===== config.mk =====
export PLATFORM = sky130hd
export DESIGN_NAME = program_loader_flat
export DESIGN_NICKNAME = d
export VERILOG_FILES = /design/src/rtl/program_loader_if.sv /design/src/rtl/program_loader.sv /design/src/flat_wrapper.sv
export SDC_FILE = /design/constraint.sdc
export NUM_CORES = 1
export LEC_CHECK = 0
export ABC_AREA = 1
export BUFFER_PORTS_ARGS = -buffer_cell sky130_fd_sc_hd__buf_2
export CELL_PAD_IN_SITES_DETAIL_PLACEMENT = 1
export CELL_PAD_IN_SITES_GLOBAL_PLACEMENT = 2
export CORE_UTILIZATION = 35
export CTS_CLUSTER_DIAMETER = 150
export DETAILED_ROUTE_END_ITERATION = 8
export PLACE_DENSITY = 0.79
export SYNTH_ARGS = -nofsm -noshare
export SYNTH_HDL_FRONTEND = slang
export SYNTH_SLANG_ARGS = --single-unit

===== constraint.sdc =====
create_clock -name clk -period 2.5 [get_ports clk]
set_clock_uncertainty 0.15 [all_clocks]
set_input_delay 0.125 -clock clk [delete_from_list [all_inputs] [get_ports clk]]
set_output_delay 0.125 -clock clk [all_outputs]
set_load 0.05 [all_outputs]

===== src/rtl/program_loader_if.sv =====
// Boot byte stream in, memory write port out; the loader drives the master side.
interface program_loader_if;
  logic [7:0]  in_data;
  logic        in_valid;
  logic        in_ready;
  logic        mem_we;
  logic [31:0] mem_addr;
  logic [31:0] mem_wdata;

  modport master (
    input  in_data, in_valid,
    output in_ready, mem_we, mem_addr, mem_wdata
  );

  modport slave (
    output in_data, in_valid,
    input  in_ready, mem_we, mem_addr, mem_wdata
  );
endinterface


===== src/rtl/program_loader.sv =====
// Boot loader: LE length, N LE words written to BASE_ADDR upward, then an XOR checksum byte.
// One byte per cycle plus a one-cycle WRITE bubble per word; in_ready drops outside LEN/DATA/CHECK.
module program_loader #(
  parameter logic [31:0] BASE_ADDR = 32'h0,
  parameter int unsigned MAX_WORDS = 1024
) (
  input  logic             clk,
  input  logic             reset,
  input  logic             start,
  program_loader_if.master bus,
  output logic             core_reset,
  output logic             busy,
  output logic             done,
  output logic [1:0]       error
);

  typedef enum logic [2:0] {
    S_IDLE, S_LEN, S_DATA, S_WRITE, S_CHECK, S_DONE, S_ERROR
  } state_t;

  state_t      state_q, state_d;
  logic [1:0]  byte_cnt_q;
  logic [31:0] word_idx_q;
  logic [31:0] len_q;
  logic [31:0] word_buf_q;
  logic [31:0] mem_addr_q;
  logic [31:0] mem_wdata_q;
  logic [7:0]  xor_acc_q;
  logic [1:0]  error_q;

  logic        accept;
  logic        last_byte;
  logic        restart;
  logic        bad_len;
  logic        bad_sum;
  logic [31:0] len_next;
  logic [31:0] word_next;

  assign bus.in_ready = (state_q == S_LEN) || (state_q == S_DATA) || (state_q == S_CHECK);
  assign accept       = bus.in_valid && bus.in_ready;
  assign last_byte    = (byte_cnt_q == 2'd3);
  assign restart      = start && ((state_q == S_IDLE) || (state_q == S_DONE) || (state_q == S_ERROR));
  // Bytes shift in from the top so the 4th byte leaves a little-endian word.
  assign len_next     = {bus.in_data, len_q[31:8]};
  assign word_next    = {bus.in_data, word_buf_q[31:8]};
  assign bad_len      = (len_next == 32'd0) || (len_next > MAX_WORDS);
  assign bad_sum      = (bus.in_data != xor_acc_q);

  assign bus.mem_addr  = mem_addr_q;
  assign bus.mem_wdata = mem_wdata_q;
  assign error         = error_q;

  always_ff @(posedge clk or negedge reset) begin
    if (!reset) state_q <= S_IDLE;
    else        state_q <= state_d;
  end

  always_comb begin
    state_d    = state_q;
    bus.mem_we = 1'b0;
    busy       = 1'b0;
    done       = 1'b0;
    core_reset = 1'b1;
    case (state_q)
      S_IDLE, S_ERROR: if (start) state_d = S_LEN;
      S_DONE: begin
        done       = 1'b1;
        core_reset = 1'b0;
        if (start) state_d = S_LEN;
      end
      S_LEN: begin
        busy = 1'b1;
        if (accept && last_byte) state_d = bad_len ? S_ERROR : S_DATA;
      end
      S_DATA: begin
        busy = 1'b1;
        if (accept && last_byte) state_d = S_WRITE;
      end
      S_WRITE: begin
        busy       = 1'b1;
        bus.mem_we = 1'b1;
        state_d    = (word_idx_q + 32'd1 == len_q) ? S_CHECK : S_DATA;
      end
      S_CHECK: begin
        busy = 1'b1;
        if (accept) state_d = bad_sum ? S_ERROR : S_DONE;
      end
      default: state_d = S_IDLE;
    endcase
  end

  always_ff @(posedge clk or negedge reset) begin
    if (!reset) begin
      byte_cnt_q  <= 2'd0;
      word_idx_q  <= 32'd0;
      len_q       <= 32'd0;
      word_buf_q  <= 32'd0;
      mem_addr_q  <= 32'd0;
      mem_wdata_q <= 32'd0;
      xor_acc_q   <= 8'd0;
      error_q     <= 2'd0;
    end else begin
      if (restart) begin
        byte_cnt_q <= 2'd0;
        word_idx_q <= 32'd0;
        xor_acc_q  <= 8'd0;
        error_q    <= 2'd0;
      end
      // byte_cnt wraps naturally after each 4-byte group.
      if (accept && (state_q != S_CHECK)) byte_cnt_q <= byte_cnt_q + 2'd1;
      if (accept && (state_q == S_LEN)) begin
        len_q <= len_next;
        if (last_byte && bad_len) error_q <= 2'd1;
      end
      if (accept && (state_q == S_DATA)) begin
        word_buf_q <= word_next;
        xor_acc_q  <= xor_acc_q ^ bus.in_data;
        if (last_byte) begin
          mem_addr_q  <= BASE_ADDR + (word_idx_q << 2);
          mem_wdata_q <= word_next;
        end
      end
      if (state_q == S_WRITE) word_idx_q <= word_idx_q + 32'd1;
      if (accept && (state_q == S_CHECK) && bad_sum) error_q <= 2'd2;
    end
  end

endmodule


===== src/flat_wrapper.sv =====
// flat-port wrapper written by rule: the top's interface ports become plain ports
module program_loader_flat 
#(
  parameter logic [31:0] BASE_ADDR = 32'h0,
  parameter int unsigned MAX_WORDS = 1024
)
  (clk, reset, start, core_reset, busy, done, error, bus_in_data, bus_in_valid, bus_in_ready, bus_mem_we, bus_mem_addr, bus_mem_wdata);
  program_loader_if bus_i ();
  input  logic clk;
  input  logic reset;
  input  logic start;
  output logic core_reset;
  output logic busy;
  output logic done;
  output logic [1:0] error;
  input wire logic [$bits(bus_i.in_data)-1:0] bus_in_data;
  input wire logic [$bits(bus_i.in_valid)-1:0] bus_in_valid;
  output wire logic [$bits(bus_i.in_ready)-1:0] bus_in_ready;
  output wire logic [$bits(bus_i.mem_we)-1:0] bus_mem_we;
  output wire logic [$bits(bus_i.mem_addr)-1:0] bus_mem_addr;
  output wire logic [$bits(bus_i.mem_wdata)-1:0] bus_mem_wdata;
  assign bus_i.in_data = bus_in_data;
  assign bus_i.in_valid = bus_in_valid;
  assign bus_in_ready = bus_i.in_ready;
  assign bus_mem_we = bus_i.mem_we;
  assign bus_mem_addr = bus_i.mem_addr;
  assign bus_mem_wdata = bus_i.mem_wdata;
  program_loader #(.BASE_ADDR(BASE_ADDR), .MAX_WORDS(MAX_WORDS)) u_core (.clk(clk), .reset(reset), .start(start), .bus(bus_i), .core_reset(core_reset), .busy(busy), .done(done), .error(error));
endmodule

* After elaboration in Yosys (flattened, before gate mapping) *
Index checks and enable logic that the tools add are counted.

cells by class
  $add $sub $neg = 2
  order comparisons = 1
  equality and inequality tests = 14
  muxes and demuxes = 22
  bitwise logic cells = 1
  reductions and logical operators = 23

operators by type and width
  operator                                               number
  two-way mux 32 bit                                     2
  adder 32 x 1 -> 32 bit (second input constant)         1
  == test 32 bit                                         1
  > comparator 32 x 11 -> 1 bit (second input constant)  1
  zero test 32 bit                                       1
  two-way mux 3 bit                                      6
  two-way mux 8 bit                                      2
  case mux 3 bit (5 select lines)                        1
  two-way mux 2 bit                                      7
  == test 3 bit (second input constant)                  3
  logical AND 1 bit                                      9
  != test 8 bit                                          1
  XOR 8 bit                                              1
  == test 3 x 2 -> 1 bit (second input constant)         2
  nonzero test 2 bit                                     3
  logical OR 1 bit                                       5
  two-way mux 1 bit                                      4
  != test 2 x 1 -> 1 bit (second input constant)         2
  != test 2 bit (second input constant)                  2
  AND reduction 4 bit                                    1
  OR reduction 4 bit                                     1
  == test 3 x 1 -> 1 bit (second input constant)         1
  zero test 3 bit                                        1
  != test 3 bit (second input constant)                  1
  4 further kinds                                        4

storage, ports and cells
  bits in registers = 173
  input bits = 12
  output and inout port bits = 71

* Longest topological paths before layout *
  depth in word-level cells = 8
  mapped depth = 18
  gate-level depth less buffers = 18

* Worst setup path after synthesis *
Ideal clock, no wire load.

  kind = register to register
  start point = register u_core.word_idx_q[0]
  end point = register u_core.state_q[1]
  setup time = 0.116 ns
  data arrival time = 1.806 ns
  setup slack = 0.427 ns
  cell stages (with the launch flop) = 19
  buffers on the path = 0
  cells stage by stage = dfrtp_1 > ha_1 > nand2_2 > nor2_8 > nand2_4 > nor2_8 > nand2_1 > nand2_2 > nand2_2 > nand2_1 > nand2_1 > nor2_1 > nand2_1 > nor2_1 > nand3_1 > nand2_1 > nand2_1 > nand2_1 > nand2_1

between the ends
  longest elaborated chain between the ends = 4

ends and longest elaborated chain
  what                             line                   source
  start, declared                  program_loader.sv:23   logic [31:0] word_idx_q;
  start signal, assigned           program_loader.sv:123  if (state_q == S_WRITE) word_idx_q <= word_idx_q + 32'd1;
  adder 32 x 1 -> 32 bit           program_loader.sv:82   state_d = (word_idx_q + 32'd1 == len_q) ? S_CHECK : S_DATA;
  == test 32 bit                   program_loader.sv:82
  two-way mux 3 bit                program_loader.sv:82
  case mux 3 bit (5 select lines)  program_loader.sv:64   case (state_q)
  end signal, assigned             program_loader.sv:55   else state_q <= state_d;
  end, declared                    program_loader.sv:21   state_t state_q, state_d;

Every way passes these cells.
A chain may end at the register's enable or synchronous reset.

* Final worst setup path *
  start point = register u_core.word_idx_q[1]
  end point = register u_core.state_q[1]

Same word-level chain as after synthesis.

==> results.json <==
{
  "cts_made_buffers": 17,
  "async_flop_share_pct": 100,
  "final_layout_size_suffix_gt1_share_pct": 22.7,
  "viasPerCell": 5.03,
  "pre_cts_slack_ns": -0.0433,
  "path_class": "reg2reg",
  "status": "finished clean",
  "cts_tree": "yes",
  "fillCellCount": 2922,
  "yosysTopAreaCell": "dfrtp_1",
  "clk-insertion-delay-late_ns": 0.45,
  "gp_congestion": 0.908,
  "areaGrowthSynthToFinish_pct": 27.7,
  "setup_ws_ns": 0.0799,
  "hpwlAfterDp_microns": 21300,
  "final_antenna_net_count": 0,
  "start_util_pct": 35.6,
  "setup_viol": 0,
  "clk_pin_slew_ns": 0.08,
  "fp.dieArea_sq_um": 24400,
  "cp.arrival_ns": 2.61,
  "hold_ws_ns": 0.0657,
  "wire_per_inst_microns": 18.5,
  "cts-root-buf": "clkbuf_16",
  "r2r_end": "u_core.state_q[1]",
  "ctsHtreeMaxLevel": 4,
  "cap_violations": 0,
  "drcViolationCount": 0,
  "layout.nets": 1250,
  "rrSetupSlack_ns": 0.08,
  "hp-class": "in2async",
  "synth-seq-area-share_pct": 49.6,
  "drt_iter0_drc": 464,
  "slew_violations": 0,
  "cp_max_fo": 6,
  "clkSinkCount": 165,
  "io_buffers": 80,
  "syn-cell-area_sq_um": 8330,
  "hold_viol": 0,
  "synth_area_leaders": "dfrtp_1 (50%), nand2_1 (15%), o21ai_0 (8.4%)",
  "critPathLaunchType": "flip-flop",
  "routed_wl_microns": 29000,
  "min_period_over_period_pct": 96.8,
  "dr.pass1.iters": 4,
  "reg2regPathDepth": 16,
  "endpoint_kind": "flip-flop",
  "synth_cell_type_count": 30,
  "overflow": 0,
  "fmax_ghz": 0.413,
  "core_area_sq_um": 23400,
  "p_leak_uw": 0.00528,
  "die_h_microns": 156,
  "die_w_microns": 156,
  "synth-edff-count": 0,
  "num_rows": 56,
  "synth.avg_cell_area_sq_um": 7.68,
  "grt_pass1_vias": 8109,
  "antenna_found_initial": 0,
  "synth_commonest_cells": "nand2_1 (341), dfrtp_1 (165), o21ai_0 (140), inv_1 (118), nand3_1 (109)",
  "grt_max_degree": 77,
  "synth_cells": 1084,
  "power_density_nw_per_um2": 1070,
  "io_pins": 83,
  "vias": 7883,
  "grt_pass1_wl_microns": 45700,
  "synthMostInstantiatedCell": "nand2_1",
  "timing.rr.start": "u_core.word_idx_q[1]",
  "max-vdd-ir-drop_uv": 820,
  "synth-seq-cells": 165,
  "clk_path_buf_depth": 2,
  "synth_top_area_share_pct": 49.6,
  "worst_pin_slew_ns": 0.646,
  "post-route-min-period_ns": 2.42,
  "diodes": 0,
  "required_ns": 2.69,
  "synth_ff_type": "dfrtp_1",
  "maxSlewHeadroom_pct": 56.9,
  "grt_usage_pct": 25.0,
  "synth_warnings": 0
}
[worst max-delay path, cell delays in order (launching register included)]
cell and delay (ns):
dfrtp_1 0.44, ha_4 0.19, nand2_4 0.07, nor2_8 0.14, nand2_4 0.07, nor2_4 0.29
nand3b_1 0.12, nand3_1 0.14, nand2_1 0.07, nor2_1 0.08, nand2_1 0.08, nor2_2 0.14
nand3_1 0.11, nand2_1 0.07, nand2_1 0.04, nand2_1 0.06, nand2_1 0.05
[placed cells by master (no fill, tap or decap), types with 6 or more instances in the layout]
| master | count |
|---|---|
| o22ai_1 | 13 |
| dlygate4sd3_1 | 11 |
| buf_12 | 7 |
| nand2_2 | 23 |
| nand3_1 | 102 |
| dfrtp_1 | 159 |
| clkbuf_16 | 17 |
| nand2_1 | 327 |
| buf_2 | 79 |
| mux2_2 | 8 |
| xor2_1 | 9 |
| clkinv_8 | 7 |
| nor2_2 | 20 |
| nand3_2 | 8 |
| buf_4 | 64 |
| nand2_4 | 6 |
| nor2_1 | 53 |
| nand4_1 | 15 |
| inv_1 | 116 |
| dfrtp_2 | 6 |
| o21ai_0 | 140 |
| nor2_4 | 15 |
[stage by stage]
stage | total power [uW] | cell area [sq um] | cells | util, % | TNS [ns]
floorplan | 6850 | 8330 | 1085 | - | 0
global placement | 8340 | 9480 | 1503 | 40.5 | -0.00878
detailed placement | 8430 | 9480 | 1503 | 40.5 | -0.0623
CTS | 11300 | 10300 | 1552 | 44.0 | 0
global route | 12000 | 10600 | 1568 | 45.4 | -0.0897
finish | 11400 | 10600 | 1568 | 45.4 | 0
[layout make-up]
cell class / count / area, sq um / share of cell area, %
clock buffers: 17 / 425 / 4.00
inverters: 119 / 447 / 4.20
clock inverters: 15 / 216 / 2.04
multi-input cells: 768 / 3840 / 36.1
well taps: 319 / 399 / 3.75
repair buffers: 165 / 1170 / 11.0
flip-flops and latches: 165 / 4140 / 38.9
[worst max-delay path by stage]
stage	startpoint	endpoint
finish	u_core.word_idx_q[1]	u_core.state_q[1]
global route	u_core.word_idx_q[1]	u_core.state_q[2]
CTS	u_core.word_idx_q[0]	u_core.state_q[1]
detailed placement	u_core.word_idx_q[0]	u_core.state_q[2]
global placement	u_core.word_idx_q[11]	u_core.state_q[2]
floorplan	u_core.word_idx_q[0]	u_core.state_q[1]
[repair_timing]
item,CTS,global route
endpoints found under the hold margin,168,0
endpoints found under the setup margin,2,2
pin swaps,2,19
buffers inserted,6,16
hold buffers,11,0
resized for setup,3,63
[sequential cells by signal, indices dropped and copies added (netlist names)]
signal                flops
u_core.len_q             32
u_core.state_q            3
u_core.byte_cnt_q         2
u_core.bus.mem_addr      30
u_core.word_idx_q        32
u_core.bus.mem_wdata     32
u_core.error              2
u_core.xor_acc_q          8
u_core.word_buf_q        24
[kinds of logic after synthesis]
| kind of cell | share of synthesized area [%] |
|---|---|
| compound gates | 9.79 |
| xor+xnor | 1.05 |
| fa+ha+maj | 0.300 |
| buf+inv | 6.94 |
| flops | 49.6 |
| mux | 1.08 |
| other cells | 0.0450 |
| simple gates | 31.2 |
[report_power, final]
part           internal (uW)  switching (uW)  leakage [uW]
clock                   1400            1430      0.000306
sequential              3450             545       0.00220
combinational           1210            3320       0.00278
[layer usage]
layer  routed length [microns]  GRT usage (%)
met1                     13500           33.2
met2                     13700           41.5
met3                      1110           3.96
met4                       646           7.80
met5                         0              0
Note: power is estimated with default switching activity, not from simulation.
